==> src/rtl/eggtimer_pkg.sv <==
// eggtimer_pkg: shared states, key codes and BCD constants for the egg timer front end
package eggtimer_pkg;

    typedef enum logic [2:0] {
        S_IDLE,
        S_LOAD,
        S_RUN,
        S_PAUSE,
        S_DONE
    } state_t;

    localparam logic [3:0] KEY_DIGIT_MAX = 4'h9;
    localparam logic [3:0] KEY_CLEAR     = 4'hA;
    localparam logic [3:0] KEY_START     = 4'hB;
    localparam logic [3:0] KEY_STOP      = 4'hC;

    localparam logic [15:0] BCD_ZERO     = 16'h0000;
    localparam logic [3:0]  SEC_TENS_MAX = 4'h5;

endpackage

==> src/rtl/tick_prescaler.sv <==
// tick_prescaler: free-running divider that pulses tick for one cycle every TICK_DIV enabled cycles
module tick_prescaler #(
    parameter int TICK_DIV = 50_000_000
) (
    input  logic clk,
    input  logic reset,
    input  logic clr,
    input  logic en,
    output logic tick
);

    localparam int W = $clog2(TICK_DIV);
    localparam logic [W-1:0] TERM = W'(TICK_DIV - 1);

    logic [W-1:0] cnt_q, cnt_d;
    logic         tick_q, tick_d;
    logic         term;

    // advance while enabled, wrap at terminal count, hold otherwise
    always_comb begin
        term   = en && cnt_q == TERM;
        cnt_d  = clr ? '0 : term ? '0 : en ? cnt_q + W'(1) : cnt_q;
        tick_d = term && !clr;
    end

    // count and pulse registers
    always_ff @(posedge clk) begin
        if (reset) begin
            cnt_q  <= '0;
            tick_q <= 1'b0;
        end else begin
            cnt_q  <= cnt_d;
            tick_q <= tick_d;
        end
    end

    assign tick = tick_q;

endmodule

==> src/rtl/time_entry_ctrl.sv <==
// time_entry_ctrl: keypad MM:SS entry, countdown load strobe and decrement pacing for the egg timer
module time_entry_ctrl
    import eggtimer_pkg::*;
#(
    parameter int TICK_DIV = 50_000_000
) (
    input  logic        clk,
    input  logic        reset,
    input  logic        key_valid,
    input  logic [3:0]  key_code,
    input  logic [15:0] cur_time,
    output logic [15:0] mins_secs_out,
    output logic        wrt_en,
    output logic        dec_en,
    output logic        running,
    output logic        done,
    output logic        entry_err,
    output logic [2:0]  digit_count
);

    state_t      state_q, state_d;
    logic [15:0] entry_q, entry_d;
    logic [2:0]  cnt_q, cnt_d;
    logic        err_q, err_d;
    logic        wrt_q, run_q, done_q;
    logic        is_digit, is_clear, is_start, is_stop, at_zero, pre_en, tick;

    assign is_digit = key_valid && key_code <= KEY_DIGIT_MAX;
    assign is_clear = key_valid && key_code == KEY_CLEAR;
    assign is_start = key_valid && key_code == KEY_START;
    assign is_stop  = key_valid && key_code == KEY_STOP;
    assign at_zero  = cur_time == BCD_ZERO;

    // zero detection and STOP both beat a pending terminal count, so neither advances the divider
    assign pre_en = state_q == S_RUN && !at_zero && !is_stop;

    tick_prescaler #(.TICK_DIV(TICK_DIV)) u_prescaler (
        .clk   (clk),
        .reset (reset),
        .clr   (state_q == S_LOAD),
        .en    (pre_en),
        .tick  (tick)
    );

    // next-state, entry buffer and error flag
    always_comb begin
        state_d = state_q;
        entry_d = entry_q;
        cnt_d   = cnt_q;
        err_d   = err_q;
        case (state_q)
            S_IDLE: begin
                if (is_digit && cnt_q < 3'd4) begin
                    entry_d = {entry_q[11:0], key_code};
                    cnt_d   = cnt_q + 3'd1;
                    err_d   = 1'b0;
                end else if (is_clear) begin
                    entry_d = BCD_ZERO;
                    cnt_d   = '0;
                    err_d   = 1'b0;
                end else if (is_start && entry_q != BCD_ZERO) begin
                    if (entry_q[7:4] > SEC_TENS_MAX) err_d = 1'b1;
                    else state_d = S_LOAD;
                end
            end
            S_LOAD:  state_d = S_RUN;
            S_RUN:   state_d = at_zero ? S_DONE : is_stop ? S_PAUSE : S_RUN;
            S_PAUSE: begin
                if (is_start) begin
                    state_d = S_RUN;
                end else if (is_clear) begin
                    entry_d = BCD_ZERO;
                    cnt_d   = '0;
                    state_d = S_LOAD;
                end
            end
            S_DONE: begin
                if (is_start) begin
                    state_d = S_LOAD;
                end else if (is_clear) begin
                    entry_d = BCD_ZERO;
                    cnt_d   = '0;
                    err_d   = 1'b0;
                    state_d = S_IDLE;
                end
            end
            default: state_d = S_IDLE;
        endcase
    end

    // state and registered status outputs decoded from the next state
    always_ff @(posedge clk) begin
        if (reset) begin
            state_q <= S_IDLE;
            entry_q <= BCD_ZERO;
            cnt_q   <= '0;
            err_q   <= 1'b0;
            wrt_q   <= 1'b0;
            run_q   <= 1'b0;
            done_q  <= 1'b0;
        end else begin
            state_q <= state_d;
            entry_q <= entry_d;
            cnt_q   <= cnt_d;
            err_q   <= err_d;
            wrt_q   <= state_d == S_LOAD;
            run_q   <= state_d == S_RUN;
            done_q  <= state_d == S_DONE;
        end
    end

    assign mins_secs_out = entry_q;
    assign wrt_en        = wrt_q;
    assign dec_en        = tick;
    assign running       = run_q;
    assign done          = done_q;
    assign entry_err     = err_q;
    assign digit_count   = cnt_q;

endmodule

==> config.mk <==
export PLATFORM = sky130hd
export DESIGN_NAME = time_entry_ctrl
export DESIGN_NICKNAME = d
export VERILOG_FILES = /design/src/rtl/eggtimer_pkg.sv /design/src/rtl/tick_prescaler.sv /design/src/rtl/time_entry_ctrl.sv
export SDC_FILE = /design/constraint.sdc
export NUM_CORES = 1
export LEC_CHECK = 0
export CAP_MARGIN = 20
export CORE_UTILIZATION = 40
export DETAILED_ROUTE_END_ITERATION = 8
export DONT_BUFFER_PORTS = 1
export PLACE_DENSITY = 0.61
export REMOVE_ABC_BUFFERS = 1
export SLEW_MARGIN = 15
export SYNTH_ARGS = -nofsm -noshare
export SYNTH_HDL_FRONTEND = slang
export SYNTH_HIERARCHICAL = 1
export SYNTH_SLANG_ARGS = --single-unit
export TNS_END_PERCENT = 5
==> constraint.sdc <==
create_clock -name clk -period 2.5 [get_ports clk]
set_input_delay 0.25 -clock clk [delete_from_list [all_inputs] [get_ports clk]]
set_output_delay 0.25 -clock clk [all_outputs]
set_load 0.1 [all_outputs]
==> summary.md <==
| Metric | Value |
|---|---|
| Pwr/cell area | `550.3 mW/mm^2` |
| Hold Crit Class | `in2reg` |
| FF-to-FF Start | `state_q[2]$_SDFF_PP0_` |
| Synth top area cells | `dfxtp_1 (41%), a21oi_1 (7.0%), nand3_1 (5.2%)` |
| Post-synth EDFFs | `0` |
| Layout Skew | `10.60 ps` |
| Routed len/inst | `14.77 um` |
| WHS | `58.96 ps` |
| Total number of vias | `2347` |
| Syn Inst Count | `310` |
| TritonCTS buffer count | `5` |
| Clock root cell | `clkbuf_8` |
| DPL Wire Length | `4.235 mm` |
| Floorplan row count | `28` |
| DRC | `0` |
| Via density | `5.781` |
| Synth top cells by count | `dfxtp_1 (53), a21oi_1 (36), nand2_1 (31)` |
| Sequential share of the synthesized area | `41.19%` |
| Share of the synthesized area in the top cell type | `41.19%` |
| Core Util, Final | `48.29%` |
| Flop2flop setup slack | `160 ps` |
| Overall power | `1.610 mW` |
| Worst setup path startpoint | `state_q[2]$_SDFF_PP0_` |
| N_diodes | `0` |
| Min-delay src | `key_code[2]` |
| Relative slew slack | `35.48%` |
| Routability Congestion | `0.7981` |
| Final setup violation count | `0` |
| CP required | `2740 ps` |
| Max-cap violation count | `0` |
| DRT Pass-1 Iters | `4` |
| Peak VDD IR | `0.2856 mV` |
| Core ar. | `0.006061 mm^2` |
| Syn avg cell area | `8.310 um^2` |
| Most common cell in the netlist | `dfxtp_1` |
| Ratio of cells with drive above 1 in the final layout | `14.50%` |
| Buffers on Ports | `0` |
| Final Non-Filler Cells | `406` |
| Die ar. | `0.006766 mm^2` |
| Overflow after GRT | `0` |
| Yosys cell types | `52` |
| CP Capture Type | `flip-flop` |
| Initial DRC count | `104` |
| Synth area leader | `dfxtp_1` |
| Post-route ant nets | `0` |
| Max Root-Sink Buffers | `2` |
| Fin crit period | `2342 ps` |
| Final net count | `355` |
| Synth-to-layout area growth | `13.60%` |
| FILL cells | `595` |
| Cells after DPL | `396` |
| Vias in the first global route | `2114` |
| Outcome | `finished clean` |
| Tightest Pin Transition | `966.4 ps` |
| Worst Hold End | `mins_secs_out[2]$_SDFFE_PP0P_` |
| Async S/R FF share, synth | `0%` |
| Yosys warnings | `6` |
| Number of I/O pins | `47` |
| CTS tree | `built` |
| Register bit count reported by yosys | `53` |
| DIE WIDTH | `82.26 um` |
| Initial Util | `42.51%` |
| Largest net degree at the start of global routing | `23` |
| Synthesized area | `0.002576 mm^2` |
| Max-slew violation count | `0` |
| Reg clk slew, reported paths | `110 ps` |
| Startpoint type of the worst setup path | `flip-flop` |
| Antenna violations before repair | `0` |
| Worst R2R Path Depth | `7` |
| Fmax achieved | `427.0 MHz` |
| Primary FF master, synth | `dfxtp_1` |
| Post-CTS Resized | `0` |
| Clock Sink Count | `53` |
| First-pass GRT wire length | `9.591 mm` |
| Total Routing Usage GR | `18.25%` |
| Worst endpoint data arrival time | `2580 ps` |
| Hold Path Depth | `2` |
| Pleak | `1.032 nW` |
| Unrepaired setup endpoints after global routing | `false` |
| Die height | `82.26 um` |
| Clock H-tree levels | `2` |
| Final wirelength | `5.995 mm` |
| Clk_lat worst skew | `310 ps` |
| Worst Path Max Fanout | `13` |
| Worst reg2reg endpoint | `u_prescaler/cnt_q[25]$_SDFFE_PP0P_` |
| Setup Crit Path Kind | `reg2reg` |
| Period utilization | `93.68%` |
| Hold Violations, Final | `0` |
-- flip-flops by register name, summed over array words and instances (netlist names) --
register	cells
u_prescaler/cnt_q	26
mins_secs_out	16
digit_count	3
state_q	3
done	1
entry_err	1
running	1
u_prescaler/tick	1
wrt_en	1
-- cell families after synthesis --
kind of cell             Yosys count  synth area share, %
multiplexers                       1               0.3886
flip-flops                        53                41.19
AND/OR/NAND/NOR                  158                34.53
AO/OA/AOI/OAI                     60                13.89
adder cells (fa/ha/maj)            2               0.9712
buffers and inverters             24                4.954
XOR/XNOR                          12                4.080
-- power breakdown --
group	switching (mW)	internal [mW]	total [mW]
clock	0.306	0.306	0.612
combinational	0.106	0.0323	0.139
sequential	0.00746	0.852	0.859
total	0.420	1.19	1.61
-- per-stage QoR --
stage                     area [um^2]  worst slack [ps]  TNS (ps)
after floorplan                  2464            -529.0     -9883
after global placement           2790             198.7         0
after detailed placement         2790             162.4         0
after CTS                        2917             151.8         0
after global routing             2927             22.52         0
final                            2927             158.0         0
-- critical path, cell delays in order (launching register included) --
cell and delay (ps):
dfxtp_1 320, nand2b_1 150, nor4bb_1 260, buf_4 190
nand4_2 80, or4_4 610, or4_1 510, a21oi_1 150
-- routing by layer --
| metal | vias up | share of wire, % | track usage (%) | wire length, um |
|---|---|---|---|---|
| li1 | 1177 | - | - | - |
| met1 | 1094 | 49 | 24.82 | 2951 |
| met2 | 74 | 43 | 29.09 | 2595 |
| met3 | 2 | 7.0 | 4.066 | 421 |
| met4 | 0 | 0.45 | 4.561 | 27 |
| met5 | - | 0 | 0 | 0 |
-- cell type report --
| cell class | instances | area (um^2) | area share, % |
|---|---|---|---|
| Timing Repair Buffer | 33 | 252.7 | 8.636 |
| Clock buffer | 5 | 68.82 | 2.351 |
| Clock inverter | 3 | 47.55 | 1.625 |
| Tap cell | 75 | 93.84 | 3.206 |
| Multi-Input combinational cell | 233 | 1388 | 47.41 |
| Inverter | 4 | 15.01 | 0.5130 |
| Sequential cell | 53 | 1061 | 36.25 |
-- cell usage in the layout, fill, tap and decap left out, types with 4 or more instances in the layout --
cell type,instances
xnor2_1,7
buf_4,31
nor3_1,9
xor2_1,5
and4_1,4
a21oi_1,36
inv_1,4
nor2_1,26
nand4_1,13
or4_1,4
nand3_1,27
dfxtp_1,53
o21ai_0,10
or3_1,7
nor4_1,9
nand2_1,31
o31ai_1,5
and3_1,4
clkbuf_8,5
-- repair_timing --
action / in CTS / in global routing
hold buffers: 1 / 1
endpoints found under the hold margin: 22 / 2
setup buffers: 0 / 0
-- worst max-delay path by stage --
stage / slack (ps) / end
5_1_grt: 20 / u_prescaler/cnt_q[22]$_SDFFE_PP0P_
4_1_cts: 150 / u_prescaler/cnt_q[25]$_SDFFE_PP0P_
6_report: 160 / u_prescaler/cnt_q[25]$_SDFFE_PP0P_
2_1_floorplan: -530 / u_prescaler/cnt_q[0]$_SDFFE_PP0P_
3_3_place_gp: 200 / u_prescaler/cnt_q[23]$_SDFFE_PP0P_
3_5_place_dp: 160 / u_prescaler/cnt_q[25]$_SDFFE_PP0P_
Power figures use the tool's default switching activity.
